File: src/rtl/inst_queue.sv
// In-order instruction buffer between fetch and decode with flush, almost-full
// back-pressure and head pre-decode. Define IQ_BYPASS_EN for the empty-queue bypass.
module inst_queue #(
   parameter int unsigned DEPTH       = 8,
   parameter int unsigned AFULL_SLACK = 1
) (
   input  logic                     clk_in,
   input  logic                     rst_in,
   input  logic                     rdy_in,
   input  logic                     in_valid,
   input  logic [31:0]              in_ins,
   input  logic [31:0]              in_pc,
   input  logic [31:0]              in_pred_pc,
   output logic                     in_stall,
   output logic                     out_valid,
   output logic [31:0]              out_ins,
   output logic [31:0]              out_pc,
   output logic [31:0]              out_pred_pc,
   output logic                     out_is_c,
   output logic [31:0]              out_seq_pc,
   input  logic                     out_pop,
   input  logic                     flush_in,
   output logic [$clog2(DEPTH):0]   count_out
);

   localparam int unsigned AW = $clog2(DEPTH);
   localparam int unsigned CW = AW + 1;

   typedef struct packed {
      logic [31:0] ins;
      logic [31:0] pc;
      logic [31:0] pred_pc;
   } entry_t;

   entry_t        mem [DEPTH];
   logic [AW-1:0] head, head_nxt;
   logic [AW-1:0] tail, tail_nxt;
   logic [CW-1:0] count, count_nxt;
   logic          stall_nxt;

   entry_t        in_entry;
   entry_t        out_entry;
   logic          empty;
   logic          full;
   logic          byp;
   logic          pop;
   logic          pop_mem;
   logic          push;
   logic          push_mem;

   // Stored pc always has bit 0 cleared so out_pc never needs masking.
   assign in_entry = '{ins: in_ins, pc: in_pc & 32'hFFFF_FFFE, pred_pc: in_pred_pc};
   assign empty    = (count == '0);
   assign full     = (count == CW'(DEPTH));

`ifdef IQ_BYPASS_EN
   // Empty queue forwards the fetcher's entry straight to the decoder.
   assign byp       = empty && in_valid && rdy_in && !flush_in;
   assign out_entry = byp ? in_entry : mem[head];
`else
   assign byp       = 1'b0;
   assign out_entry = mem[head];
`endif

   assign out_valid = !empty || byp;
   assign pop       = out_pop && out_valid;
   assign push      = in_valid && (!full || pop);
   assign pop_mem   = pop && !empty;
   // A bypassed entry that is consumed in the same cycle never lands in storage.
   assign push_mem  = push && !(byp && pop);

   assign out_ins     = out_entry.ins;
   assign out_pc      = out_entry.pc;
   assign out_pred_pc = out_entry.pred_pc;
   assign out_is_c    = (out_entry.ins[1:0] != 2'b11);
   assign out_seq_pc  = out_entry.pc + (out_is_c ? 32'd2 : 32'd4);
   assign count_out   = count;

   // Next pointer/count state; flush dominates, rdy_in low freezes everything.
   always_comb begin
      head_nxt  = head;
      tail_nxt  = tail;
      count_nxt = count;
      if (rdy_in) begin
         if (flush_in) begin
            head_nxt  = '0;
            tail_nxt  = '0;
            count_nxt = '0;
         end else begin
            if (push_mem) tail_nxt = tail + AW'(1);
            if (pop_mem)  head_nxt = head + AW'(1);
            count_nxt = count + CW'(push_mem) - CW'(pop_mem);
         end
      end
      stall_nxt = ((CW'(DEPTH) - count_nxt) <= CW'(AFULL_SLACK));
   end

   always_ff @(posedge clk_in or negedge rst_in) begin
      if (!rst_in) begin
         head     <= '0;
         tail     <= '0;
         count    <= '0;
         in_stall <= 1'b0;
      end else begin
         head     <= head_nxt;
         tail     <= tail_nxt;
         count    <= count_nxt;
         in_stall <= stall_nxt;
      end
   end

   // Entry storage is not reset; stale contents are masked by out_valid.
   always_ff @(posedge clk_in) begin
      if (rdy_in && !flush_in && push_mem) begin
         mem[tail] <= in_entry;
      end
   end

endmodule

File: config.mk
export PLATFORM = sky130hd
export DESIGN_NAME = inst_queue
export DESIGN_NICKNAME = d
export VERILOG_FILES = /design/src/rtl/inst_queue.sv
export SDC_FILE = /design/constraint.sdc
export NUM_CORES = 1
export LEC_CHECK = 0
export CAP_MARGIN = 15
export CORE_AREA = 2 2 262 264
export CTS_BUF_LIST = sky130_fd_sc_hd__clkbuf_4 sky130_fd_sc_hd__clkbuf_8
export DETAILED_ROUTE_END_ITERATION = 6
export DIE_AREA = 0 0 264 266
export PLACE_DENSITY = 0.71
export SYNTH_ARGS = -nofsm -noshare
export SYNTH_HDL_FRONTEND = slang
export SYNTH_SLANG_ARGS = --single-unit
File: constraint.sdc
create_clock -name clk_in -period 10.3 [get_ports clk_in]
set_clock_uncertainty 0.05 [all_clocks]
set_input_delay 2.575 -clock clk_in [delete_from_list [all_inputs] [get_ports clk_in]]
set_output_delay 2.575 -clock clk_in [all_outputs]
set_load 0.05 [all_outputs]
# After elaboration in Yosys (flattened, before gate mapping)
# Memory sizes are Yosys's and may differ from the RTL's.
# Cells that the tools add are included.
# totals
latch_bits,0
out_inout_bits,135
inputBits,102
n_memories,1
romBits,0
register_bits,11
ram_bits,760
word_cells,37
# classes
add_sub_neg,6
bitwise,0
n_eq_ne,2
reduce_logical,14
magnitude_cmp,1
n_mux,9
div,0
mul,0
shifts,0
# mem_list
name,depth,width,rd,rd_ports_with_merged_regs,wr,line,rtl
mem,8,95,1,0,1,35,entry_t mem [DEPTH];
# op_table
cell,count
32-bit by 3-bit adder with 32-bit output,1
3-bit two-way mux,5
4-bit two-way mux,2
3-bit by 1-bit adder with 3-bit output (second input constant),2
1-bit logical AND,5
4-bit by 1-bit adder with 4-bit output,1
4-bit == test (second input constant),1
4-bit by 1-bit <= comparator with 1-bit output (second input constant),1
4-bit logical NOT,1
2-bit AND reduction,2
2-bit nonzero test,2
4-bit by 1-bit subtractor with 4-bit output,1
4-bit subtractor (first input constant),1
1-bit logical NOT,3
1-bit two-way mux,2
2-bit inequality test (second input constant),1
1-bit logical OR,1

# Depth between registers and ports, before layout
# logic_depth
depth_word,11
ltp_mapped,16
mapped_depth_nobuf,14

# Worst setup path before layout
# No wires, ideal clock.
# synth_timing
kind,input-to-reg
start,in out_pop
end,"mem mem[0][0] in the netlist's numbering, enable pin"
path_buffers,1
path_slack_ns,-0.337
path_stages,5
arrival_time_ns,9.922
t_required_ns,9.585
cell_sequence,and2_1 > clkbuf_1 > o21ai_1 > or3_1 > nor3_1
# synth_via
elab_chain_len,6
# synth_rtl
item,line,rtl
start: declaration,21,"input logic out_pop,"
1-bit logical AND,66,assign pop = out_pop && out_valid;
1-bit logical OR,67,assign push = in_valid && (!full || pop);
1-bit logical AND,67,
1-bit logical AND,114,if (rdy_in && !flush_in && push_mem) begin
1-bit two-way mux,114,
1-bit two-way mux (not written as such),115,mem[tail] <= in_entry;
end: declaration,35,
# No other way between the ends.

# Worst setup path in the final report
# layout_timing
start,reg head[0]
end,out out_seq_pc[31]
# layout_via
elab_chain_len,4
# layout_rtl
item,line,rtl
start: declaration,36,"logic [AW-1:0] head, head_nxt;"
start signal: assignment,105,head <= head_nxt;
memory read 8 x 95 bit (*),-,
2-bit inequality test,75,assign out_is_c = (out_entry.ins[1:0] != 2'b11);
3-bit two-way mux,76,assign out_seq_pc = out_entry.pc + (out_is_c ? 32'd2 : 32'd4);
32-bit by 3-bit adder with 32-bit output (*),76,
end: declaration,20,"output logic [31:0] out_seq_pc,"
# Mark *: on every way between the ends. The rest lies on a longest branch, timed or not.

==> results.toml <==
[status]
outcome = "finished, final reports clean"

[flow_run]
cap_viol_max_count = 0

[place]
dpl_cell_area_sq_um = 33380
place.gp.congestion = 0.8358
place_hpwl_um = 33600
dp_slack_ps = 2393
place.port_buffers = 233

[timing]
fin_crit_sh_pct = 82.48
setup_total_negative_slack_ps = 0
fmax_mhz = 117.7
finalHoldViolCount = 0
finalWorstPathRequiredPeriod_ps = 8495
timing.final.max_slew_violations = 0
max_slew.worst_pin.slew_ps = 978.0
rsz0062_at_grt = "no"
post-route-worst-setup-slack_ps = 1805
timing.final.setup_violations = 0
slew_headroom_pct = 34.80

[floorplan]
chipHeight_um = 266
design.portCount = 237
die_area_sq_um = 70220
num_rows = 96
initial_utilization_pct = 44.35
floorplan.core_area_sq_um = 67750
x_dimension_of_the_die_um = 264

[routing]
vias_per_cell = 5.414
drt-initial-drc-count = 994
vias = 14146
post-route-drc-count = 0
drt_pre_antenna_iters = 6
post_drt_wl_per_cell_um = 23.35
totalWireLength_um = 61010
final_antenna_net_count = 0

[pwr]
switching_share_pct = 32.16
power.internal_mw = 5.796
leakagePower_nw = 11.15
p_per_area_nw_per_um2 = 240.0
power_switching_mw = 2.748
vdd_ir_drop_max_uv = 157.4
sequentialPowerShare_pct = 42.6
combinationalPowerShare_pct = 29.7
pwr-share-clk_pct = 27.7

[global_routing]
grt_pass1_vias = 15361
track_usage_pct = 17.53
globalRoute.totalOverflow = 0
grt_start_max_net_pins = 112
grt_first_pass_wirelength_um = 92160
grt_antenna_before_repair = 6

[setup_path]
critPathLaunchType = "flop"
cp-end-kind = "primary output"
critical_path_class = "reg -> out"
startpoint = "head[0]"
r2r_cells = 9
worst-endpoint-required_ps = 7680
critical_path.reg2reg.startpoint = "count_out[2]"
r2r_slack_ps = 6340
worstSetupEndpoint = "out_seq_pc[31]"
largest_fanout_on_the_critical_path = 43
worstReg2RegEnd = "mem[2][13]"
critical_path_data_arrival_time_ps = 5870

[synthesis]
synthesis.instances = 1320
seq_area_frac_synth_pct = 76.88
yosys_register_bits = 771
mapped_cell_area_sq_um = 30040
postSynth.asyncResetShare_pct = 1.427
synth.lib_cells_used.distinct = 51
syn_area_per_cell_sq_um = 22.76
synth_enable_flop_cells = 760
synth_top_area_share_pct = 75.96
synth_top_cells_by_area = "sky130_fd_sc_hd__edfxtp_1, sky130_fd_sc_hd__mux4_2, sky130_fd_sc_hd__mux2_2"
postSynth.topFlopCell = "sky130_fd_sc_hd__edfxtp_1"
synthMostInstantiatedCell = "sky130_fd_sc_hd__edfxtp_1"
synthDominantAreaCellType = "sky130_fd_sc_hd__edfxtp_1"
yosys-top-cells-count = "sky130_fd_sc_hd__edfxtp_1, sky130_fd_sc_hd__mux4_2, sky130_fd_sc_hd__mux2_2, sky130_fd_sc_hd__inv_1, sky130_fd_sc_hd__mux2i_1"
yosys_warnings = 0

[clock_network]
clockRootBuffer = "sky130_fd_sc_hd__clkbuf_8"
post_cts.repair.setup_buffers = 0
clock_tree.buffer_depth = 3
clock_tree_from_tritoncts = "built"
cts_bufs_inserted = 117
cts-hold-fix-buffers = 0
clkTransAtPathRegs_ps = 50
ctsResizeCount = 0
cts.htree.levels = 3
clk_lat_worst_skew_ps = 700
clkSinkCount = 771

[layout]
fillers = 5280
syn2layout_area_growth_pct = 18.50
final_layout_size_suffix_gt1_share_pct = 26.85
design_area_sq_um = 35600
nets_finish = 1748

[worst_hold_path]
hold-path-cell-count = 1
min-delay-path-class = "reg -> reg"
[final cells by class]
class	instances	area (sq um)	area share (%)
timing repair buffer	255	2522	7.085
tap	882	1104	3.100
inverter	32	121.4	0.3409
sequential	771	23110	64.91
clock buffer	153	1881	5.282
clock inverter	60	337.8	0.9489
multi-input combinational	457	6520	18.31
antenna	3	7.507	0.02109
[metrics by stage]
step / cells / total power [mW] / hold WS [ps] / util [%]
6_report: 2613 / 8.544 / 532.3 / 52.55
3_5_place_dp: 2397 / 6.276 / 521.1 / 49.27
3_3_place_gp: 2397 / 6.247 / 515.7 / 49.27
5_1_grt: 2610 / 8.885 / 557.5 / 52.54
4_1_cts: 2610 / 8.649 / 532.5 / 52.54
2_1_floorplan: 1321 / 5.534 / 486.0 / -
[power by group through the flow]
stage	logic, mW	registers (mW)	clock network (mW)
2_1_floorplan	1.86	3.68	0
3_3_place_gp	2.54	3.70	0
3_5_place_dp	2.56	3.71	0
4_1_cts	2.57	3.65	2.43
5_1_grt	2.68	3.66	2.55
6_report	2.54	3.64	2.37
[registers in the layout, summed over array words and instances (netlist names)]
name / flops
in_stall: 1
mem: 760
tail: 3
count_out: 4
head: 3
[how the worst min path moves through the flow]
stage,startpoint,endpoint
floorplan,tail[0],tail[0]
global placement,tail[0],tail[0]
detailed placement,tail[0],tail[0]
CTS,tail[0],tail[0]
global route,tail[0],tail[0]
finish,tail[0],tail[0]
[layout by cell type, fill, tap and decap left out, types with 3 or more instances in the layout]
cell | netlist | routed
sky130_fd_sc_hd__xnor2_1 | 26 | 26
sky130_fd_sc_hd__dfrtp_1 | 11 | 8
sky130_fd_sc_hd__diode_2 | 0 | 3
sky130_fd_sc_hd__mux4_2 | 170 | 170
sky130_fd_sc_hd__mux2i_1 | 31 | 31
sky130_fd_sc_hd__nand2_1 | 30 | 30
sky130_fd_sc_hd__mux4_1 | 12 | 12
sky130_fd_sc_hd__clkinv_1 | 0 | 37
sky130_fd_sc_hd__nor2_4 | 0 | 6
sky130_fd_sc_hd__a22oi_1 | 4 | 4
sky130_fd_sc_hd__nand4_1 | 6 | 6
sky130_fd_sc_hd__a21oi_1 | 7 | 7
sky130_fd_sc_hd__nand2b_1 | 4 | 4
sky130_fd_sc_hd__dfrtp_4 | 0 | 3
sky130_fd_sc_hd__ha_1 | 10 | 10
sky130_fd_sc_hd__a221oi_2 | 4 | 4
sky130_fd_sc_hd__inv_1 | 31 | 31
sky130_fd_sc_hd__nand3_1 | 10 | 10
sky130_fd_sc_hd__clkbuf_4 | 0 | 36
sky130_fd_sc_hd__clkinv_2 | 1 | 15
sky130_fd_sc_hd__clkdlybuf4s50_1 | 0 | 233
sky130_fd_sc_hd__nor3_1 | 6 | 4
sky130_fd_sc_hd__nor2_1 | 27 | 21
sky130_fd_sc_hd__xor2_1 | 3 | 3
sky130_fd_sc_hd__clkinvlp_4 | 0 | 4
sky130_fd_sc_hd__edfxtp_1 | 760 | 760
sky130_fd_sc_hd__buf_4 | 9 | 20
sky130_fd_sc_hd__o2bb2ai_1 | 3 | 3
sky130_fd_sc_hd__clkbuf_8 | 0 | 117
sky130_fd_sc_hd__o21ai_0 | 6 | 6
sky130_fd_sc_hd__mux2_2 | 67 | 67
sky130_fd_sc_hd__a221oi_1 | 3 | 3
[critical path, cell delays in order, from the launching register on]
cell and delay [ps]:
sky130_fd_sc_hd__dfrtp_4 950, sky130_fd_sc_hd__buf_4 710, sky130_fd_sc_hd__mux4_2 350, sky130_fd_sc_hd__mux2_2 230, sky130_fd_sc_hd__ha_1 200, sky130_fd_sc_hd__inv_1 70
sky130_fd_sc_hd__fa_1 440, sky130_fd_sc_hd__nor3_2 360, sky130_fd_sc_hd__nand3_2 220, sky130_fd_sc_hd__nor4_4 350, sky130_fd_sc_hd__nand4_1 180, sky130_fd_sc_hd__xnor2_1 200
sky130_fd_sc_hd__clkdlybuf4s50_1 830
[cells by family (layout without fill, tap and decap cells)]
| logic type | count (synthesis) | after routing | share of synthesized area [%] |
|---|---|---|---|
| DFF | 771 | 771 | 76.88 |
| muxes | 282 | 282 | 17.43 |
| and+or+nand+nor | 101 | 101 | 1.841 |
| buffers and inverters | 93 | 500 | 1.657 |
| AOI/OAI and AO/OA | 31 | 31 | 0.7872 |
| xor gates and xnor gates | 29 | 29 | 0.8454 |
| adders and majority gates | 12 | 12 | 0.5497 |
| other | 1 | 5 | 0.01248 |
[metal layers]
metal / vias up / share of wire, % / wire (um) / GRT usage [%]
met4: 8 / 1.6 / 947 / 5.144
met3: 91 / 7.2 / 4418 / 4.797
met5: - / 0.089 / 54 / 0
met2: 482 / 51 / 30970 / 29.90
li1: 6154 / - / - / -
met1: 7411 / 40 / 24610 / 22.05
Note: power is estimated with default switching activity, not from simulation.
